<file path="src/rtl/psum_accumulator.sv">
// psum_accumulator: sums signed beats into groups delimited by first/last markers over valid/ready.
// Define ACC_SATURATE_EN for per-add saturation with a sticky out_sat flag; default wraps.
module psum_accumulator #(
    parameter int IN_WIDTH  = 16,
    parameter int ACC_WIDTH = 32
) (
    input  logic                 clk,
    input  logic                 reset,
    input  logic [IN_WIDTH-1:0]  in_data,
    input  logic                 in_valid,
    input  logic                 in_first,
    input  logic                 in_last,
    output logic                 in_ready,
    output logic [ACC_WIDTH-1:0] out_data,
    output logic                 out_sat,
    output logic                 out_valid,
    input  logic                 out_ready
);
    typedef enum logic {IDLE, ACCUM} state_t;
    state_t state, state_next;
    logic [ACC_WIDTH-1:0] acc, acc_next, ext, base, sum, result;
    logic accept, fresh, take;
    assign in_ready = !out_valid || out_ready;
    assign accept = in_valid && in_ready;
    assign take = accept && in_last;
    assign ext = ACC_WIDTH'($signed(in_data));
`ifdef ACC_SATURATE_EN
    localparam logic [ACC_WIDTH-1:0] MAX = {1'b0, {(ACC_WIDTH-1){1'b1}}};
    logic ovf, sat, sat_next, grp_sat, sat_q;
    assign out_sat = sat_q;
`else
    assign out_sat = 1'b0;
`endif
    always_comb begin
        fresh = in_first || state == IDLE;
        base = fresh ? '0 : acc;
        sum = base + ext;
`ifdef ACC_SATURATE_EN
        // overflow only when operands agree in sign and the sum does not
        ovf = base[ACC_WIDTH-1] == ext[ACC_WIDTH-1] && sum[ACC_WIDTH-1] != base[ACC_WIDTH-1];
        result = ovf ? (base[ACC_WIDTH-1] ? ~MAX : MAX) : sum;
        grp_sat = (!fresh && sat) || ovf;
        sat_next = accept ? (!in_last && grp_sat) : sat;
`else
        result = sum;
`endif
        state_next = state;
        acc_next = acc;
        if (accept) begin
            state_next = in_last ? IDLE : ACCUM;
            acc_next = in_last ? '0 : result;
        end
    end
    always_ff @(posedge clk) begin
        if (reset) begin
            state <= IDLE;
            acc <= '0;
            out_data <= '0;
            out_valid <= 1'b0;
        end else begin
            state <= state_next;
            acc <= acc_next;
            if (take) begin
                out_data <= result;
                out_valid <= 1'b1;
            end else if (out_ready) begin
                out_valid <= 1'b0;
            end
        end
    end
`ifdef ACC_SATURATE_EN
    always_ff @(posedge clk) begin
        if (reset) begin
            sat <= 1'b0;
            sat_q <= 1'b0;
        end else begin
            sat <= sat_next;
            if (take) sat_q <= grp_sat;
        end
    end
`endif
endmodule

</file>
<file path="config.mk">
export PLATFORM = sky130hd
export DESIGN_NAME = psum_accumulator
export DESIGN_NICKNAME = d
export VERILOG_FILES = /design/src/rtl/psum_accumulator.sv
export SDC_FILE = /design/constraint.sdc
export NUM_CORES = 1
export LEC_CHECK = 0
export BUFFER_PORTS_ARGS = -buffer_cell sky130_fd_sc_hd__buf_4
export CORE_MARGIN = 2
export CORE_UTILIZATION = 40
export DETAILED_ROUTE_END_ITERATION = 12
export PLACE_DENSITY = 0.69
export SLEW_MARGIN = 0
export SYNTH_ARGS = -nofsm -noshare
export SYNTH_HDL_FRONTEND = slang
export SYNTH_SLANG_ARGS = --single-unit
export TNS_END_PERCENT = 10
</file>
<file path="constraint.sdc">
create_clock -name clk -period 3.5 [get_ports clk]
set_clock_uncertainty 0.05 [all_clocks]
set_input_delay 0 -clock clk [delete_from_list [all_inputs] [get_ports clk]]
set_output_delay 0 -clock clk [all_outputs]
set_load 0.01 [all_outputs]
</file>
==> results.yml, run 1 <==
status:
  status: "complete, no violations"
power_and_ir_drop:
  p_leak_nw: 2.14
  switching_power_w: 0.000460
  pwr-share-clk: 0.385
  p_comb_frac: 0.153
  ir_worst_vdd_uv: 263
  p_per_area_mw_per_mm2: 375
  finalPower_w: 0.00175
  seq_power_share: 0.461
  swShare: 0.263
  power.internal_w: 0.00129
hold_path:
  worst_hold_path_type: "input port to flop"
  holdPathStages: 3
  hold_start: "in_data[1]"
  whs_endpoint: "out_data[1]$_SDFFE_PP0P_"
timing:
  setup_viol: 0
  final.setup.tns_ns: 0
  slew_headroom: 0.504
  max_clock_freq_mhz: 302
  rsz0062_at_grt: "no"
  fin_hold_ws_ns: 0.0389
  finalCritPeriodShare: 0.946
  hold_viol: 0
  tightestPinTransition_ns: 0.741
  maxSlewViolCount: 0
  timing.final.crit_period_ns: 3.31
worst_setup_path:
  cp_max_fo: 17
  r2r_start: "state$_SDFFE_PP0P_"
  reg2reg_depth: 14
  slowest_delay_ns: 0.40
  cp_common_cell: "a21oi_1"
  slowest_stage: "fa_1"
  crit_path_start_kind: "flop"
  regToRegSetupSlack_ns: 0.19
  worstSetupStartpoint: "state$_SDFFE_PP0P_"
  required_ns: 3.70
  end_kind: "flop"
  crit_arrival_ns: 3.51
  timing.rr.end: "acc[30]$_SDFFE_PP0P_"
  critical_path_class: "flop to flop"
  cp_cell_sequence: "nor2b_1 -> buf_4 -> and2_1 -> ha_1 -> fa_1 -> a21oi_1 -> o211ai_1 -> a21oi_1 -> a21oi_1 -> a31oi_1 -> buf_4 -> o211ai_1 -> xor2_1 -> a22o_1"
placement:
  place_hpwl_um: 6750
  gp_congestion: 0.947
  port_buffers: 55
clocking:
  htree_levels: 3
  cts_hold_buf: 7
  clk_latency_ns: 0.35
  path_clk_slew_ns: 0.07
  cts_tree: "built"
  cts.sinks: 66
  cts_buffer_depth: 2
  cts_buffers: 9
  root_buffer: "clkbuf_8"
  cts_resized: 0
  post_cts_buffers: 0
synthesis:
  ys_ff_latch: 66
  synth_cell_types: 50
  synth_fp_nets: 475
  syn_avg_cell_area_um2: 9.10
  synth_top_area_share: 0.345
  yosysWarnings: 0
  yosysMostFrequentCell: "dfxtp_1"
  syn_inst: 421
  synth.largest_area_cell: "dfxtp_1"
  synthTopCellsByArea: "dfxtp_1 34%, ha_1 10%, a22o_1 10%"
  syn_area_mm2: 0.00383
  synth_common_cells: "66 x dfxtp_1, 44 x a22o_1, 33 x and2_1"
  synth-async-reset-ratio: 0
  ys.flop_type: "dfxtp_1"
  ys_seq_area_frac: 0.345
  synth_edf_count: 0
global_routing:
  grt_pass1_wl_um: 15900
  first_global_vias: 3375
  grt_max_degree: 22
  grt-ovfl-total: 0
  antenna_found_initial: 0
  grt_usage: 0.194
final_layout:
  num_antenna_cells: 0
  fillers: 901
  fin_nets: 539
  syn2layout_area_growth_pct: 22.0
  drive_gt1_frac: 0.180
routing:
  post_drt_wl_per_cell_um: 15.4
  vias_per_cell: 5.47
  remaining_drc_errors: 0
  dr.pass1.iters: 4
  drt_iter0_drc: 134
  via_count: 3381
  postRouteAntennaNets: 0
  routed_wl_um: 9550
floorplan:
  ios: 57
  core_mm2: 0.00928
  dieArea_mm2: 0.0104
  rows: 35
  die_h_um: 102
  start_util: 0.413
  die-width_um: 102
run:
  cap_viol_max_count: 0
-- critical path, delay by kind of cell, from the launching register on --
family / cells / cell delay [ns]
adder cells (fa/ha/maj): 2 / 0.61
buffers and inverters: 2 / 0.36
AO/OA/AOI/OAI: 7 / 1.39
AND/OR/NAND/NOR: 2 / 0.30
XOR/XNOR: 1 / 0.18
flip-flops: 1 / 0.32
-- layer usage --
layer  track usage  part of all wire
met2         0.325              0.47
met5             0                 0
met1         0.241              0.46
met3        0.0575             0.057
met4        0.0595             0.015
-- layout by cell type, fill, tap and decap left out, types with 2 or more instances in the layout --
cell,Yosys,routed
a21o_1,16,16
nand2_1,23,23
and2_1,33,33
o211ai_1,4,4
a21oi_1,30,29
clkbuf_8,0,12
a31oi_1,2,2
a22oi_1,12,12
nor2_1,30,30
xnor2_1,13,13
nor3b_1,2,2
o21bai_1,7,7
inv_1,3,3
a22o_1,44,44
xor2_1,16,16
mux2i_1,2,2
buf_4,1,63
dlygate4sd3_1,0,7
nand4_1,4,4
dfxtp_1,66,66
nand3_1,8,8
and3_1,2,2
ha_1,31,31
nand2b_1,2,2
nor3_1,6,6
o21ai_0,17,17
nor2b_1,6,6
a221o_1,2,2
-- registers in the layout (all words and copies together), names as in the netlist --
register / count
acc: 32
out_data: 32
out_valid: 1
state: 1
-- cell type report --
class	count	area [um2]	area share
Multi-Input combinational cell	335	2430	0.521
Clock buffer	13	169	0.0361
Clock inverter	2	35.0	0.00749
Tap cell	129	161	0.0345
Sequential cell	66	1320	0.283
Inverter	3	11.3	0.00241
Timing Repair Buffer	70	543	0.116
-- cell families after synthesis --
logic type / Yosys count / synth area share
XOR/XNOR: 29 / 0.0663
other: 1 / 0.000979
AO/OA/AOI/OAI: 148 / 0.291
flip-flops: 66 / 0.345
buffers and inverters: 20 / 0.0206
multiplexers: 2 / 0.00523
AND/OR/NAND/NOR: 123 / 0.165
adder cells (fa/ha/maj): 32 / 0.106
-- how the worst max path moves through the flow --
stage / end / depth (start not counted)
finish: acc[30]$_SDFFE_PP0P_ / 14
detailed placement: acc[30]$_SDFFE_PP0P_ / 14
floorplan: out_data[31]$_SDFFE_PP0P_ / 12
global route: out_data[28]$_SDFFE_PP0P_ / 14
CTS: acc[30]$_SDFFE_PP0P_ / 14
global placement: acc[30]$_SDFFE_PP0P_ / 14
-- power groups by stage --
stage / logic, W / clock network (W) / registers, W
2_1_floorplan: 0.000154 / 0 / 0.000830
3_3_place_gp: 0.000256 / 0 / 0.000824
3_5_place_dp: 0.000260 / 0 / 0.000825
4_1_cts: 0.000268 / 0.000694 / 0.000808
5_1_grt: 0.000295 / 0.000726 / 0.000812
6_report: 0.000268 / 0.000675 / 0.000808
-- per-stage QoR --
step                instances  setup WS [ns]   util  area, um2
global placement          596          0.278  0.474       4400
detailed placement        596          0.260  0.474       4400
floorplan                 421          0.503      -       3830
CTS                       618          0.235  0.504       4680
finish                    618          0.190  0.504       4680
global route              618         0.0391  0.504       4680
Power figures use the tool's default switching activity.
==> run 2: changes to the inputs <==
RECOVER_POWER = 50   (was unset)
==> run 2 against run 1 <==
Compared with the run above: flip-flop and latch count did not move; combinational power fell by 6%; register-to-register slack barely moved; sequential power barely moved; sequential share of layout area rose by 0.90 points; worst setup slack got worse by 0.0065 ns; cell area fell by 3.1%; critical endpoint unchanged; largest cell class unchanged.
==> results.yml, run 2 (synthesis gave the netlist of run 1 again) <==
worst_setup_path:
  r2r_start: "state$_SDFFE_PP0P_"
  crit_arrival_ns: 3.52
  reg2reg_depth: 14
  cp_cell_sequence: "nor2b_1 -> buf_4 -> and2_0 -> ha_1 -> fa_1 -> a21oi_1 -> o211ai_1 -> a21oi_1 -> a21oi_1 -> a31oi_1 -> buf_4 -> o211ai_1 -> xor2_1 -> a22o_1"
  regToRegSetupSlack_ns: 0.18
  slowest_delay_ns: 0.40
  crit_path_start_kind: "flop"
  cp_max_fo: 17
  cp_common_cell: "a21oi_1"
  required_ns: 3.70
  slowest_stage: "fa_1"
  cp_num_buf_inv: 2
  end_kind: "flop"
  critPathTopFamily: "compound AO/OA/AOI/OAI gates"
  timing.rr.end: "acc[30]$_SDFFE_PP0P_"
  critical_path_class: "flop to flop"
global_routing:
  grt_max_degree: 22
  first_global_vias: 3375
  grt_usage: 0.194
  antenna_found_initial: 0
  grt-ovfl-total: 0
  grt_pass1_wl_um: 15900
routing:
  via_count: 3405
  postRouteAntennaNets: 0
  dr.pass1.iters: 4
  routed_wl_um: 9570
  remaining_drc_errors: 0
  post_drt_wl_per_cell_um: 15.5
  vias_per_cell: 5.51
  drt_iter0_drc: 138
clocking:
  cts_resized: 0
  root_buffer: "clkbuf_8"
  cts_buffer_depth: 2
  cts_buffers: 9
  path_clk_slew_ns: 0.07
  htree_levels: 3
  cts_tree: "built"
  cts.sinks: 66
  clk_latency_ns: 0.35
timing:
  slew_headroom: 0.243
  hold_viol: 0
  max_clock_freq_mhz: 302
  rsz0062_at_grt: "no"
  setup_viol: 0
  tightestPinTransition_ns: 1.14
  final.setup.tns_ns: 0
  maxSlewViolCount: 0
  timing.final.crit_period_ns: 3.32
  finalCritPeriodShare: 0.948
hold_path:
  holdPathStages: 3
  hold_start: "in_data[1]"
  whs_endpoint: "out_data[1]$_SDFFE_PP0P_"
  worst_hold_path_type: "input port to flop"
final_layout:
  fillers: 927
  final_cells: 618
  top_regs: "acc: 32 flops, out_data: 32 flops"
  register_area_mm2: 0.00132
  final_cell_mix: "66 x dfxtp_1, 44 x a22o_1, 37 x clkbuf_1"
  fin_nets: 539
  drive_gt1_frac: 0.102
  num_antenna_cells: 0
  final_common_cell: "dfxtp_1"
  multiInputGateArea_mm2: 0.00243
  syn2layout_area_growth_pct: 18.3
status:
  status: "complete, no violations"
floorplan:
  rows: 35
  core_mm2: 0.00928
  die_h_um: 102
  die-width_um: 102
  start_util: 0.413
  ios: 57
  dieArea_mm2: 0.0104
placement:
  place_hpwl_um: 6750
  gp_congestion: 0.947
  placedCellCount: 596
  port_buffers: 55
power_and_ir_drop:
  p_per_area_mw_per_mm2: 383
  finalPower_w: 0.00173
  ir_worst_vdd_uv: 261
  p_leak_nw: 1.99
run:
  cap_viol_max_count: 0
==> run 2: tightest hold or removal path, cell delays in order <==
cell and delay [ns]:
buf_4 0.10, fa_1 0.19, a22o_1 0.13
==> run 2: how the worst max path moves through the flow <==
stage                       startpoint                         to  cells past startpoint  slack, ns
global route        state$_SDFFE_PP0P_  out_data[28]$_SDFFE_PP0P_                     14       0.03
CTS                 state$_SDFFE_PP0P_       acc[30]$_SDFFE_PP0P_                     14       0.24
finish              state$_SDFFE_PP0P_       acc[30]$_SDFFE_PP0P_                     14       0.18
global placement    state$_SDFFE_PP0P_       acc[30]$_SDFFE_PP0P_                     14       0.28
detailed placement  state$_SDFFE_PP0P_       acc[30]$_SDFFE_PP0P_                     14       0.26
floorplan           state$_SDFFE_PP0P_  out_data[31]$_SDFFE_PP0P_                     12       0.50
==> run 2: where the power goes <==
group          leakage (nW)  switching [W]  internal (W)
sequential            0.539      0.0000187      0.000789
combinational          1.34       0.000148      0.000102
clock                 0.106       0.000294      0.000383
total                  1.99       0.000461       0.00127
==> run 2: repair_timing <==
item / CTS / global route
hold buffers: 7 / 0
buffers inserted: 0 / 0
hold endpoints to repair: 15 / 0
==> run 2: cell type report <==
cell class                      count  share of cell area
Inverter                            3             0.00248
Sequential cell                    66               0.292
Multi-Input combinational cell    335               0.535
Clock buffer                       13              0.0373
Tap cell                          129              0.0356
Timing Repair Buffer               70              0.0900
Clock inverter                      2             0.00773
==> run 2: routing by layer <==
metal / global-route usage / wire [um] / vias to the layer above
li1: - / - / 1699
met4: 0.0595 / 133 / 0
met1: 0.241 / 4440 / 1605
met5: 0 / 0 / -
met2: 0.325 / 4540 / 86
met3: 0.0575 / 464 / 15
==> run 2: metrics by stage <==
stage	instance area [um2]	hold slack, ns	setup WS (ns)	util
floorplan	3830	0.0990	0.503	-
global placement	4400	0.227	0.278	0.474
detailed placement	4400	0.240	0.260	0.474
CTS	4680	0.0316	0.235	0.504
global route	4530	0.0562	0.0337	0.488
finish	4530	0.0394	0.183	0.488
